File: config.mk
export PLATFORM = sky130hd
export DESIGN_NAME = accum768_flat
export DESIGN_NICKNAME = d
export VERILOG_FILES = /design/src/rtl/trans_pkg.sv /design/src/rtl/accum768_if.sv /design/src/rtl/lane_adder_tree.sv /design/src/rtl/short2long.sv /design/src/rtl/accum768.sv /design/src/flat_wrapper.sv
export SDC_FILE = /design/constraint.sdc
export NUM_CORES = 1
export LEC_CHECK = 0
export ABC_CLOCK_PERIOD_IN_PS = 4900
export CAP_MARGIN = 15
export CELL_PAD_IN_SITES_DETAIL_PLACEMENT = 2
export CELL_PAD_IN_SITES_GLOBAL_PLACEMENT = 2
export CORE_UTILIZATION = 37
export DETAILED_ROUTE_END_ITERATION = 12
export PLACE_DENSITY_LB_ADDON = 0.2
export SETUP_SLACK_MARGIN = 0.15
export SLEW_MARGIN = 0
export SYNTH_ARGS = -nofsm -noshare
export SYNTH_HDL_FRONTEND = slang
export SYNTH_SLANG_ARGS = --single-unit
File: constraint.sdc
create_clock -name clk_p -period 4.9 [get_ports clk_p]
set_input_delay 0.98 -clock clk_p [delete_from_list [all_inputs] [get_ports clk_p]]
set_output_delay 0.98 -clock clk_p [all_outputs]
set_load 0.005 [all_outputs]
File: src/rtl/trans_pkg.sv
// Shared transformer-datapath constants and helpers.
// Used by the mean/variance accumulators and divide768.
package trans_pkg;

    localparam int HIDDEN_DIM = 768;

    function automatic int clog2(input int v);
        int r;
        r = 0;
        for (int x = v - 1; x > 0; x = x >> 1)
            r++;
        return r;
    endfunction

    function automatic int beats(input int lanes);
        return HIDDEN_DIM / lanes;
    endfunction

endpackage

File: src/rtl/accum768_if.sv
// Beat input / token-sum output bundle of accum768.
// The producer owns the master side; accum768 is the slave.
interface accum768_if #(
    parameter int DATA_WIDTH = 8,
    parameter int LANES      = 4,
    parameter int SUM_WIDTH  = 18
);
    logic [LANES*DATA_WIDTH-1:0] datain;
    logic                        datain_valid_n;
    logic                        sync_clr;
    logic signed [SUM_WIDTH-1:0] sum;
    logic                        sum_valid_n;
    logic                        busy;

    modport master (
        output datain, datain_valid_n, sync_clr,
        input  sum, sum_valid_n, busy
    );

    modport slave (
        input  datain, datain_valid_n, sync_clr,
        output sum, sum_valid_n, busy
    );
endinterface

File: src/rtl/lane_adder_tree.sv
// Combinational reduction of N pre-extended signed lanes.
// Registering is left to the caller.
module lane_adder_tree #(
    parameter int W = 18,
    parameter int N = 4
) (
    input  logic [N*W-1:0]  vals,
    output logic signed [W-1:0] total
);
    always_comb begin
        total = '0;
        for (int i = 0; i < N; i++)
            total = total + $signed(vals[i*W +: W]);
    end
endmodule

File: src/rtl/short2long.sv
// Signed width extension of one element.
// Used wherever a narrow operand joins a wider datapath.
module short2long #(
    parameter int IN_W  = 8,
    parameter int OUT_W = 18
) (
    input  logic signed [IN_W-1:0]  short_val,
    output logic signed [OUT_W-1:0] long_val
);
    assign long_val = OUT_W'(short_val);
endmodule

File: src/rtl/accum768.sv
// Two-stage token accumulator: lane sum, then running sum over BEATS beats.
// Emits the signed token sum with a one-cycle active-low strobe.
module accum768
    import trans_pkg::*;
#(
    parameter int DATA_WIDTH = 8,
    parameter int LANES      = 4,
    parameter int SUM_WIDTH  = 18
) (
    input  logic       clk_p,
    input  logic       rst_n,
    accum768_if.slave  bus
);
    localparam int BEATS = beats(LANES);
    localparam int CNT_W = clog2(BEATS);
    localparam logic [CNT_W-1:0] LAST = CNT_W'(BEATS - 1);

    logic [LANES*SUM_WIDTH-1:0]  ext;
    logic signed [SUM_WIDTH-1:0] tree_sum;
    logic signed [SUM_WIDTH-1:0] lane_sum_r;
    logic signed [SUM_WIDTH-1:0] acc, acc_nxt;
    logic signed [SUM_WIDTH-1:0] sum_r, sum_nxt, add;
    logic [CNT_W-1:0]            beat_cnt, cnt_nxt;
    logic lane_vld_r, vld_nxt;
    logic svn_r, svn_nxt;
    logic busy_r, busy_nxt;
    logic clr, fin, step;

    for (genvar i = 0; i < LANES; i++) begin : g_ext
        short2long #(
            .IN_W  (DATA_WIDTH),
            .OUT_W (SUM_WIDTH)
        ) u_ext (
            .short_val (bus.datain[i*DATA_WIDTH +: DATA_WIDTH]),
            .long_val  (ext[i*SUM_WIDTH +: SUM_WIDTH])
        );
    end

    lane_adder_tree #(
        .W (SUM_WIDTH),
        .N (LANES)
    ) u_tree (
        .vals  (ext),
        .total (tree_sum)
    );

    // Clear outranks both a completing and an ordinary beat.
    assign clr  = bus.sync_clr;
    assign fin  = ~clr & lane_vld_r & (beat_cnt == LAST);
    assign step = ~clr & lane_vld_r & (beat_cnt != LAST);
    assign add  = acc + lane_sum_r;

    always_comb begin
        acc_nxt = acc;
        cnt_nxt = beat_cnt;
        sum_nxt = sum_r;
        svn_nxt = 1'b1;
        vld_nxt = ~bus.datain_valid_n & ~clr;
        unique case (1'b1)
            clr: begin
                acc_nxt = '0;
                cnt_nxt = '0;
            end
            fin: begin
                sum_nxt = add;
                svn_nxt = 1'b0;
                acc_nxt = '0;
                cnt_nxt = '0;
            end
            step: begin
                acc_nxt = add;
                cnt_nxt = beat_cnt + 1'b1;
            end
            default: ;
        endcase
        busy_nxt = (cnt_nxt != '0) | vld_nxt;
    end

    always_ff @(posedge clk_p or negedge rst_n) begin
        if (!rst_n) begin
            lane_sum_r <= '0;
            lane_vld_r <= 1'b0;
            acc        <= '0;
            beat_cnt   <= '0;
            sum_r      <= '0;
            svn_r      <= 1'b1;
            busy_r     <= 1'b0;
        end else begin
            if (!bus.datain_valid_n)
                lane_sum_r <= tree_sum;
            lane_vld_r <= vld_nxt;
            acc        <= acc_nxt;
            beat_cnt   <= cnt_nxt;
            sum_r      <= sum_nxt;
            svn_r      <= svn_nxt;
            busy_r     <= busy_nxt;
        end
    end

    assign bus.sum         = sum_r;
    assign bus.sum_valid_n = svn_r;
    assign bus.busy        = busy_r;
endmodule
File: src/flat_wrapper.sv
// flat-port wrapper written by rule: the top's interface ports become plain ports
module accum768_flat import trans_pkg::*;
#(
    parameter int DATA_WIDTH = 8,
    parameter int LANES      = 4,
    parameter int SUM_WIDTH  = 18
)
  (clk_p, rst_n, bus_datain, bus_datain_valid_n, bus_sync_clr, bus_sum, bus_sum_valid_n, bus_busy);
  accum768_if #(.DATA_WIDTH(DATA_WIDTH), .LANES(LANES), .SUM_WIDTH(SUM_WIDTH)) bus_i ();
  input  logic clk_p;
  input  logic rst_n;
  input wire logic [$bits(bus_i.datain)-1:0] bus_datain;
  input wire logic [$bits(bus_i.datain_valid_n)-1:0] bus_datain_valid_n;
  input wire logic [$bits(bus_i.sync_clr)-1:0] bus_sync_clr;
  output wire logic [$bits(bus_i.sum)-1:0] bus_sum;
  output wire logic [$bits(bus_i.sum_valid_n)-1:0] bus_sum_valid_n;
  output wire logic [$bits(bus_i.busy)-1:0] bus_busy;
  assign bus_i.datain = bus_datain;
  assign bus_i.datain_valid_n = bus_datain_valid_n;
  assign bus_i.sync_clr = bus_sync_clr;
  assign bus_sum = bus_i.sum;
  assign bus_sum_valid_n = bus_i.sum_valid_n;
  assign bus_busy = bus_i.busy;
  accum768 #(.DATA_WIDTH(DATA_WIDTH), .LANES(LANES), .SUM_WIDTH(SUM_WIDTH)) u_core (.clk_p(clk_p), .rst_n(rst_n), .bus(bus_i));
endmodule
# After elaboration in Yosys (flattened, before gate mapping)
# Index checks and enable logic that the tools add are counted.
[op_classes]
bitwise = 7
n_mux = 3
eq_ne = 2
add_sub_neg = 5
reduce_logical = 3
[ops]
columns = ["operator", "count"]
rows = [
  ["18-bit one-hot mux with 2 select lines", 1],
  ["18-bit adder", 1],
  ["8-bit one-hot mux with 2 select lines", 1],
  ["10-bit by 8-bit adder with 11-bit output", 1],
  ["9-bit by 8-bit adder with 10-bit output", 1],
  ["8-bit by 8-bit adder with 9-bit output", 1],
  ["8-bit by 1-bit adder with 8-bit output, second input constant", 1],
  ["8-bit equality test, second input constant", 1],
  ["8-bit inequality test, second input constant", 1],
  ["8-bit nonzero test", 1],
  ["1-bit bitwise AND", 4],
  ["1-bit inverter", 2],
  ["2-bit nonzero test", 1],
  ["2-bit OR reduction", 1],
  ["1-bit 2-to-1 mux", 1],
  ["1-bit OR", 1],
]
[word_totals]
input_bits = 36
out_inout_bits = 20
ff_bits = 65
word_cells = 27

# Logic depth before layout (Yosys ltp)
[logic_depth]
ltp_word = 7
ltp_mapped = 13

# Hierarchy
# Synthesis repeated with hierarchy kept, for this count alone.
[hier_totals]
cells_unflattened = 632
area_unflattened_um2 = 5828.1
[by_module_without_submodules]
columns = ["mod", "cells_each", "area_each_um2", "n_inst"]
rows = [
  ["accum768", 328, 3430.8, 1],
  ["lane_adder_tree", 232, 1856.8, 1],
  ["short2long", 18, 135.1, 4],
]

# Worst setup path after synthesis
# Ideal clock, no wire load.
[synth_path]
kind = "input to register"
from = "input bus_datain[2]"
to = "register u_core.lane_sum_r[8]"
setup_slack_ns = 1.112
arrival_ns = 3.719
required_time_ns = 4.831
stages = 11
cell_sequence = "inv_1 -> fa_1 -> fa_1 -> inv_1 -> ha_1 -> a21o_1 -> a21oi_1 -> o21bai_1 -> a31oi_1 -> or4b_2 -> nand3_1"
[synth_between]
elab_chain_cells = 3
[synth_rtl]
columns = ["element", "line", "source"]
rows = [
  ["from (decl)", "flat_wrapper.sv:12", "input wire logic [$bits(bus_i.datain)-1:0] bus_datain;"],
  ["8-bit by 8-bit adder with 9-bit output", "lane_adder_tree.sv:13", "total = total + $signed(vals[i*W +: W]);"],
  ["9-bit by 8-bit adder with 10-bit output", "lane_adder_tree.sv:13", ""],
  ["10-bit by 8-bit adder with 11-bit output", "lane_adder_tree.sv:13", ""],
  ["to (signal assigned)", "accum768.sv:90", "lane_sum_r <= tree_sum;"],
  ["to (decl)", "accum768.sv:20", "logic signed [SUM_WIDTH-1:0] lane_sum_r;"],
]
# No other way between the ends.
# A chain may end at the register's enable or synchronous reset.

# Final worst setup path
# Ends and elaborated chain as after synthesis.

==> results.py <==
metrics = {
    "sta": {
        "finalSetupViolCount": 0,
        "maxSlewViolCount": 0,
        "fin_crit_ns": 4.116,
        "tightest_slew_ns": 0.8579,
        "final.setup_skew_ns": 0.01067,
        "fin_crit_sh": 0.8399,
        "hold_viol": 0,
        "fin_ws_ns": 0.7844,
        "finalSetupTns_ns": 0,
        "maxSlewHeadroom": 0.4280,
        "rsz0062_at_grt": "no",
        "max_freq_mhz": 243.0,
    },
    "placed_design": {
        "dp_hpwl_mm": 8.616,
        "dp.cells": 638,
        "place.gp.congestion": 0.7619,
        "placed_cell_area_sq_um": 4870,
        "portBuffers": 55,
        "place_ws_ns": 0.4323,
    },
    "critical_path": {
        "worst_setup_path_end_kind": "flop",
        "slowest_delay_ns": 0.62,
        "cp_max_fo": 3,
        "arrival_ns": 4.39,
        "critPathTopFamily": "adder cells",
        "path_cells": "clkdlybuf4s50_1 > inv_1 > fa_1 > fa_1 > inv_1 > ha_1 > a21o_1 > a21oi_1 > o21bai_1 > a31oi_1 > or4b_2 > nand3_1",
        "cp_data_required_time_ns": 5.18,
        "crit_path_start_kind": "input port",
        "cp_slowest_cell": "or4b_2",
        "reg2reg_slack_ns": 2.18,
        "criticalPathCategory": "input port to flop",
        "path_buf_inv": 3,
    },
    "yosys": {
        "synth_seq_area_share": 0.3461,
        "ys_types": 60,
        "ys_ff_latch": 58,
        "syn_area_sq_um": 4198,
        "yosysWarningCount": 0,
        "syn_inst": 457,
        "synth.net_count": 539,
        "synth.avg_cell_area_sq_um": 9.186,
        "synth-main-ff-cell": "dfrtp_1",
        "ys_async_sr_fraction": 1.000,
        "synth_edf_count": 0,
    },
    "status": {
        "status": "finished, final reports clean",
    },
    "final_layout": {
        "final_layout_size_suffix_gt1_frac": 0.08755,
        "fill_cells": 1207,
        "fin_nets": 591,
        "area_delta_synth_final_pct": 23.04,
        "num_antenna_cells": 0,
        "layout.cells.non_filler": 654,
        "design_area_sq_um": 5165,
    },
    "global_routing": {
        "track_usage": 0.2178,
        "grt_overflow": 0,
        "grt_max_degree": 59,
        "antenna_found_initial": 0,
        "grt_pass1_wl_mm": 19.63,
        "grt_pass1_vias": 3901,
    },
    "power": {
        "power_frac_clock": 0.293,
        "power_switching_uw": 857.5,
        "power_frac_seq": 0.289,
        "p_per_area_nw_per_um2": 420.0,
        "ir_drop_uv": 228.9,
        "cellLeakagePower_uw": 0.002417,
        "intPower_uw": 1312,
        "swShare": 0.3953,
        "comb_power_share": 0.418,
    },
    "drt": {
        "dr.pass1.iters": 4,
        "vias": 3640,
        "via_per_inst": 5.566,
        "post_drt_wl_per_cell_um": 18.01,
        "routed_wirelength_mm": 11.78,
        "ant_nets": 0,
        "drcViolationCount": 0,
        "drt-initial-drc-count": 127,
    },
    "die": {
        "dieArea_sq_um": 11780,
        "coreArea_sq_um": 10940,
        "io_pins": 56,
        "die_h_um": 108.5,
        "start_util": 0.3839,
        "die_x_um": 108.5,
        "row_count": 38,
    },
    "clock_network": {
        "clk_latency_ns": 0.34,
        "cts.sinks": 58,
        "cts_buffers": 9,
        "holdBufCountCts": 0,
        "cts_setup_buffers": 0,
        "post_cts_resized": 0,
        "cts_tree": "yes",
        "root_buffer": "clkbuf_16",
        "clkTransAtPathRegs_ns": 0.06,
        "cts-htree-levels": 3,
        "clockBufferDepth": 2,
    },
    "worst_hold_path": {
        "hold_class": "flop to flop",
    },
    "job": {
        "drv_cap": 0,
    },
}
-- final cells by class --
| cell class | count | area (sq um) | area share |
|---|---|---|---|
| clock buffers | 9 | 225.2 | 0.04360 |
| repair buffers | 59 | 575.6 | 0.1114 |
| well taps | 140 | 175.2 | 0.03391 |
| inverters | 50 | 187.7 | 0.03634 |
| clock inverters | 7 | 70.07 | 0.01357 |
| multi-input cells | 331 | 2479 | 0.4799 |
| flip-flops and latches | 58 | 1453 | 0.2812 |
-- per-stage QoR --
| stage | hold slack [ns] | total power [uW] | utilization |
|---|---|---|---|
| 6_report | 0.4802 | 2169 | 0.4723 |
| 5_1_grt | 0.5131 | 2321 | 0.4723 |
| 4_1_cts | 0.4878 | 2192 | 0.4723 |
| 3_5_place_dp | 0.4713 | 1526 | 0.4453 |
| 3_3_place_gp | 0.4583 | 1473 | 0.4453 |
| 2_1_floorplan | 0.4551 | 1260 | - |
-- routing by layer --
metal | vias up | share of wire | global-route usage
met5 | - | 0 | 0
met4 | 0 | 0.012 | 0.07046
met3 | 12 | 0.020 | 0.03797
met2 | 51 | 0.52 | 0.3757
met1 | 1869 | 0.44 | 0.2748
li1 | 1708 | - | -
-- placed cells by master (no fill, tap or decap), types with 4 or more instances in the layout --
cell,n
dfrtp_1,57
clkdlybuf4s50_1,54
nand2_1,51
inv_1,49
ha_1,28
a21oi_1,26
o21ai_0,24
nor2_1,20
fa_1,18
nand3_1,14
a21o_1,12
xor2_1,10
nor3_1,10
a22o_1,9
clkbuf_16,9
nand2b_1,8
o31ai_1,7
or4_1,7
xnor2_1,6
mux2_2,6
nand4_1,5
a31oi_1,5
or3_1,5
o211ai_1,5
o21a_1,5
and2_1,4
buf_4,4
-- path summary, 6_finish.rpt --
kind	from	endpoint	cells past startpoint
min in group asynchronous	rst_n	u_core.acc[15]	2
worst min register to register	u_core.bus.sum[5]	u_core.bus.sum[5]	2
worst max register to register	u_core.lane_sum_r[16]	u_core.bus.sum[16]	7
max in group asynchronous	rst_n	u_core.bus.sum[11]	2
worst max-delay path	bus_datain[2]	u_core.lane_sum_r[8]	12
worst min-delay path	u_core.bus.sum[5]	u_core.bus.sum[5]	2
-- synthesized netlist by cell type (10+ instances only) --
| cell type | n | area share |
|---|---|---|
| inv_1 | 49 | 0.044 |
| nor2_1 | 21 | 0.019 |
| ha_1 | 28 | 0.083 |
| a21o_1 | 12 | 0.021 |
| a21oi_1 | 26 | 0.031 |
| nor3_1 | 10 | 0.012 |
| nand2_1 | 51 | 0.046 |
| o21ai_0 | 24 | 0.029 |
| dfrtp_1 | 57 | 0.34 |
| nand3_1 | 14 | 0.017 |
| fa_1 | 18 | 0.086 |
| clkbuf_1 | 11 | 0.0098 |
| xor2_1 | 10 | 0.021 |
-- power by group through the flow --
stage / sequential, uW / combinational [uW] / clock, uW
after floorplan: 606 / 654 / 0
after global placement: 631 / 842 / 0
after detailed placement: 633 / 893 / 0
after CTS: 628 / 915 / 649
after global routing: 638 / 1020 / 665
final: 627 / 907 / 635
-- flip-flops by register name (all words and copies together) (netlist names) --
signal	flops
u_core.acc	18
u_core.bus.busy	1
u_core.bus.sum	18
u_core.bus.sum_valid_n	1
u_core.lane_sum_r	11
u_core.beat_cnt	8
u_core.lane_vld_r	1
-- cells by family (layout without fill, tap and decap cells) --
group / count (synthesis) / count (layout) / share of synthesized area
AO/OA/AOI/OAI: 115 / 115 / 0.1872
XOR/XNOR: 16 / 16 / 0.03338
adder cells (fa/ha/maj): 46 / 46 / 0.1693
buffers and inverters: 68 / 125 / 0.06408
flip-flops: 58 / 58 / 0.3461
multiplexers: 7 / 7 / 0.01848
AND/OR/NAND/NOR: 147 / 147 / 0.1815
-- tightest hold or removal path, delay by kind of cell (launching register included) --
family        cells  cell delay (ns)
flops             1             0.34
simple gates      2             0.10
No activity file was read; power rests on OpenSTA's default activity.
